`src/rtl/seq_mul_radix4.sv`:
```
`default_nettype none
// ============================================================================
// Module   : seq_mul_radix4
// Purpose  : Iterative radix-4 unsigned multiplier, one 2-bit digit per clock,
//            with a start/done handshake. Define SEQ_MUL_EARLY_TERM_EN to
//            finish as soon as the remaining multiplier digits are all zero.
// Revision : 1.0 - initial release
// ============================================================================
module seq_mul_radix4 #(
    parameter int WIDTH = 16,
    parameter int CNT_W = $clog2(WIDTH/2) + 1
) (
    input  logic                 Clock,
    input  logic                 Reset,
    input  logic                 iStart,
    input  logic [WIDTH-1:0]     iA,
    input  logic [WIDTH-1:0]     iB,
    output logic                 oBusy,
    output logic                 oDone,
    output logic [2*WIDTH-1:0]   oResult
);

    typedef enum logic [1:0] {
        S_IDLE = 2'd0,
        S_RUN  = 2'd1,
        S_DONE = 2'd2
    } state_t;

    localparam logic [CNT_W-1:0] C_LAST_STEP = CNT_W'(WIDTH/2 - 1);

    state_t                r_state;
    logic [2*WIDTH-1:0]    r_acc;
    logic [2*WIDTH-1:0]    r_mcand;
    logic [WIDTH-1:0]      r_mplier;
    logic [CNT_W-1:0]      r_cnt;

    logic [2*WIDTH-1:0]    w_pp;
    logic [2*WIDTH-1:0]    w_sum;
    logic                  w_last;

    // Partial product selected by the current low multiplier digit.
    always_comb begin
        w_pp = '0;
        case (r_mplier[1:0])
            2'd0:    w_pp = '0;
            2'd1:    w_pp = r_mcand;
            2'd2:    w_pp = r_mcand << 1;
            default: w_pp = (r_mcand << 1) + r_mcand;
        endcase
    end

    assign w_sum = r_acc + w_pp;

`ifdef SEQ_MUL_EARLY_TERM_EN
    // Remaining digits all zero after this shift means the sum is final.
    assign w_last = (r_cnt == C_LAST_STEP) || (r_mplier[WIDTH-1:2] == '0);
`else
    assign w_last = (r_cnt == C_LAST_STEP);
`endif

    always_ff @(posedge Clock or posedge Reset) begin
        if (Reset) begin
            r_state  <= S_IDLE;
            r_acc    <= '0;
            r_mcand  <= '0;
            r_mplier <= '0;
            r_cnt    <= '0;
            oBusy    <= 1'b0;
            oDone    <= 1'b0;
            oResult  <= '0;
        end else begin
            case (r_state)
                S_IDLE, S_DONE: begin
                    oDone <= 1'b0;
                    if (iStart) begin
                        r_mcand  <= {{WIDTH{1'b0}}, iA};
                        r_mplier <= iB;
                        r_acc    <= '0;
                        r_cnt    <= '0;
                        oBusy    <= 1'b1;
                        r_state  <= S_RUN;
                    end else begin
                        r_state  <= S_IDLE;
                    end
                end
                S_RUN: begin
                    r_acc    <= w_sum;
                    r_mcand  <= r_mcand << 2;
                    r_mplier <= r_mplier >> 2;
                    r_cnt    <= r_cnt + CNT_W'(1);
                    if (w_last) begin
                        oResult <= w_sum;
                        oDone   <= 1'b1;
                        oBusy   <= 1'b0;
                        r_state <= S_DONE;
                    end
                end
                default: begin
                    oBusy   <= 1'b0;
                    oDone   <= 1'b0;
                    r_state <= S_IDLE;
                end
            endcase
        end
    end

endmodule
`default_nettype wire

```
`config.mk`:
```
export PLATFORM = sky130hd
export DESIGN_NAME = seq_mul_radix4
export DESIGN_NICKNAME = d
export VERILOG_FILES = /design/src/rtl/seq_mul_radix4.sv
export SDC_FILE = /design/constraint.sdc
export NUM_CORES = 1
export LEC_CHECK = 0
export ABC_AREA = 1
export BUFFER_PORTS_ARGS = -buffer_cell sky130_fd_sc_hd__buf_2
export CORE_ASPECT_RATIO = 2
export CORE_MARGIN = 10
export CORE_UTILIZATION = 35
export CTS_CLUSTER_DIAMETER = 40
export DETAILED_ROUTE_END_ITERATION = 10
export PLACE_DENSITY_LB_ADDON = 0.25
export SLEW_MARGIN = 10
export SYNTH_ARGS = -nofsm -noshare
export SYNTH_HDL_FRONTEND = slang
export SYNTH_SLANG_ARGS = --single-unit
```
`constraint.sdc`:
```
create_clock -name Clock -period 8.5 [get_ports Clock]
set_input_delay 1.275 -clock Clock [delete_from_list [all_inputs] [get_ports Clock]]
set_output_delay 1.275 -clock Clock [all_outputs]
set_load 0.01 [all_outputs]
```
==> impl_metrics.json <==
{
  "dp_cells": 1581,
  "ir_drop_v": 0.0002666,
  "setup_viol": 0,
  "grt_first_pass_wirelength_um": 47530,
  "clock-sinks": 119,
  "synth_nets": 1311,
  "power_switching_share_pct": 52.64,
  "final_common_cell": "nand2_1",
  "path_buf_inv": 2,
  "hpwl_um": 23020,
  "drt_first_pass_iters": 7,
  "worstSetupPathType": "flop to flop",
  "crit_family": "simple AND/OR/NAND/NOR gates",
  "initial_core_util_pct": 35.40,
  "h-tree-depth": 4,
  "p_int_w": 0.002271,
  "via_per_inst": 5.292,
  "cp_cell_sequence": "nand2_1 > inv_1 > nand3_1 > o21ai_1 > inv_1 > ha_1 > a21oi_1 > o21ai_0 > a21oi_1 > o211ai_1 > or2_2 > nand3_1 > nand2_1",
  "fmax_ghz": 0.2332,
  "grt_usage_pct": 18.58,
  "clockPowerShare_pct": 16.0,
  "required_ps": 8840,
  "grt_pass1_vias": 8939,
  "busiest_layer": "met2",
  "fin_skew_ps": 8.847,
  "worst_pin_slew_ps": 1105,
  "nFillCells": 2638,
  "crit_path_end_kind": "flop",
  "antenna_found_initial": 0,
  "pin_count": 69,
  "antenna_left": 0,
  "power_density_nw_per_um2": 475.3,
  "clk_path_buf_depth": 2,
  "drt-initial-drc-count": 381,
  "cts_resized": 0,
  "clock_latency_ps": 450,
  "slew_viol_final": 0,
  "grt_max_degree": 77,
  "met3_usage_pct": 2.567,
  "p_leak_nw": 5.028,
  "cts_tree": "done",
  "layout.cells.non_filler": 1612,
  "hold_path_end": "r_cnt[3]",
  "synth_edf_count": 0,
  "critical-path-slowest-cell": "inv_1",
  "die_y_um": 244.6,
  "critical_path_arrival_ps": 4620,
  "worst_r2r_endpoint": "oResult[23]",
  "diodes": 0,
  "portBuffers": 68,
  "synthFlopType": "dfrtp_1",
  "worstReg2RegStart": "r_mplier[0]",
  "core_um2": 24930,
  "power_frac_seq_pct": 21.2,
  "vias": 8531,
  "clk_pin_slew_ps": 60,
  "grt_util_met1_pct": 18.10,
  "rows": 82,
  "synth_area_um2": 8826,
  "grt-ovfl-total": 0,
  "slew_headroom_pct": 26.23,
  "num-nets-final": 1367,
  "start_kind": "flop",
  "hold_depth": 1,
  "hp-class": "flop to flop",
  "maxCapViolations": 0,
  "min_period_over_period_pct": 50.44,
  "worstRegToRegCells": 13,
  "cts_made_buffers": 17,
  "hold_buffers": 0,
  "crit_path_max_incr_delay_ps": 940,
  "drive_gt1_share_pct": 12.15,
  "finalSetupTns_ps": 0,
  "fp.dieW_um": 132.3,
  "synthCells": 1208,
  "use_met2_pct": 36.18,
  "hp-start": "r_cnt[3]",
  "ys_warn_count": 0,
  "rsz0062_at_grt": "false",
  "routed_wl_um": 29750,
  "dieArea_um2": 32350,
  "synth-async-reset-ratio_pct": 100.0,
  "status": "finished clean",
  "finalHoldViolations": 0,
  "synth.distinct_cells": 50,
  "postCtsSetupBuffers": 0,
  "p_comb_share_pct": 62.8,
  "layout_common_cells": "nand2_1, inv_1, dfrtp_1, nand3_1, o21ai_0",
  "finalCriticalPeriod_ps": 4287,
  "yosysSeqAreaShare_pct": 33.74,
  "clockRootBuffer": "clkbuf_16",
  "syn_area_per_cell_um2": 7.306,
  "reg2reg_slack_ps": 4210,
  "synth-seq-cells": 119,
  "syn2layout_area_growth_pct": 14.29,
  "cp_max_fo": 32,
  "place_congestion": 0.9472,
  "routedWlPerCell_um": 18.46,
  "p_switching_w": 0.002524,
  "drc": 0
}
-- Yosys cell counts, types with 2 or more instances --
master	n	area (µm²)
nor3_1	9	45.04
a221oi_1	4	35.03
a21oi_1	79	395.4
a21o_1	7	52.55
nor3_2	2	20.02
a22oi_1	6	45.04
xnor2_1	8	70.07
ha_1	66	825.8
a32o_1	2	20.02
nor4_1	5	31.28
xor2_1	14	122.6
o21ai_2	4	35.03
inv_1	149	559.3
buf_2	8	40.04
nand3_1	107	535.5
o21ai_1	8	40.04
nor2_2	6	37.54
clkbuf_1	27	101.4
nand4_1	6	37.54
nand2_1	273	1025
nand3_2	4	40.04
fa_1	2	40.04
dfrtp_1	119	2978
or2_1	7	43.79
o22ai_1	33	206.5
o21bai_1	9	67.56
a31oi_1	5	31.28
nand2_2	8	50.05
a21oi_2	2	17.52
a31o_2	3	26.28
o221ai_1	36	315.3
nor2_1	68	255.2
or2_2	7	43.79
o21bai_2	2	22.52
o21ai_0	83	415.4
o211ai_1	4	30.03
inv_2	11	41.29
nor3b_1	2	15.01
nor4_2	2	25.02
-- flip-flops by register name, indices dropped and copies added, names as in the netlist --
signal / count
oBusy: 1
r_acc: 32
r_mcand: 32
oResult: 32
r_state: 1
r_cnt: 4
r_mplier: 16
oDone: 1
-- worst max-delay path by stage --
stage,to,depth (start not counted),slack [ps],startpoint
3_3_place_gp,oResult[23],13,4280,r_mplier[0]
6_report,oResult[23],13,4210,r_mplier[0]
4_1_cts,oResult[23],13,4250,r_mplier[0]
2_1_floorplan,oBusy,1,4070,Reset
3_5_place_dp,oResult[23],13,4260,r_mplier[0]
5_1_grt,oResult[19],15,3800,r_mplier[0]
-- layout make-up --
type / count / area (µm²) / share of cell area (%)
Timing Repair Buffer: 73 / 377.9 / 3.746
Inverter: 161 / 606.8 / 6.016
Tap cell: 336 / 420.4 / 4.168
Multi-Input combinational cell: 892 / 5099 / 50.55
Clock inverter: 9 / 141.4 / 1.402
Sequential cell: 119 / 2978 / 29.52
Clock buffer: 22 / 464.2 / 4.602
-- metrics by stage --
step | setup slack, ps | hold slack, ps | util [%] | total power, W | instance area, µm²
6_report | 4213 | 462.2 | 40.46 | 0.004794 | 10090
5_1_grt | 3796 | 498.4 | 40.46 | 0.005229 | 10090
4_1_cts | 4254 | 460.9 | 40.46 | 0.004808 | 10090
3_5_place_dp | 4261 | 453.2 | 38.03 | 0.004024 | 9482
3_3_place_gp | 4280 | 446.3 | 38.03 | 0.003998 | 9482
2_1_floorplan | 4068 | 435.0 | - | 0.003130 | 8826
-- kinds of logic after synthesis --
| logic type | synth area share, % |
|---|---|
| xor+xnor | 2.183 |
| mux | 0.1134 |
| buf+inv | 8.492 |
| fa+ha+maj | 9.810 |
| flops | 33.74 |
| compound gates | 20.33 |
| simple gates | 25.33 |
-- power groups by stage --
| stage | Clock [W] | Combinational, W | Sequential, W |
|---|---|---|---|
| 3_5_place_dp | 0 | 0.00300 | 0.00102 |
| 2_1_floorplan | 0 | 0.00213 | 0.00100 |
| 4_1_cts | 0.000775 | 0.00302 | 0.00102 |
| 6_report | 0.000766 | 0.00301 | 0.00102 |
| 3_3_place_gp | 0 | 0.00298 | 0.00102 |
| 5_1_grt | 0.000799 | 0.00338 | 0.00105 |
-- metal layers --
| metal | wire length [µm] | vias up | share of wire (%) |
|---|---|---|---|
| li1 | - | 4236 | - |
| met1 | 10910 | 4072 | 37 |
| met2 | 16780 | 151 | 56 |
| met3 | 737 | 72 | 2.5 |
| met4 | 1332 | 0 | 4.5 |
| met5 | 0 | - | 0 |
Power figures use the tool's default switching activity.
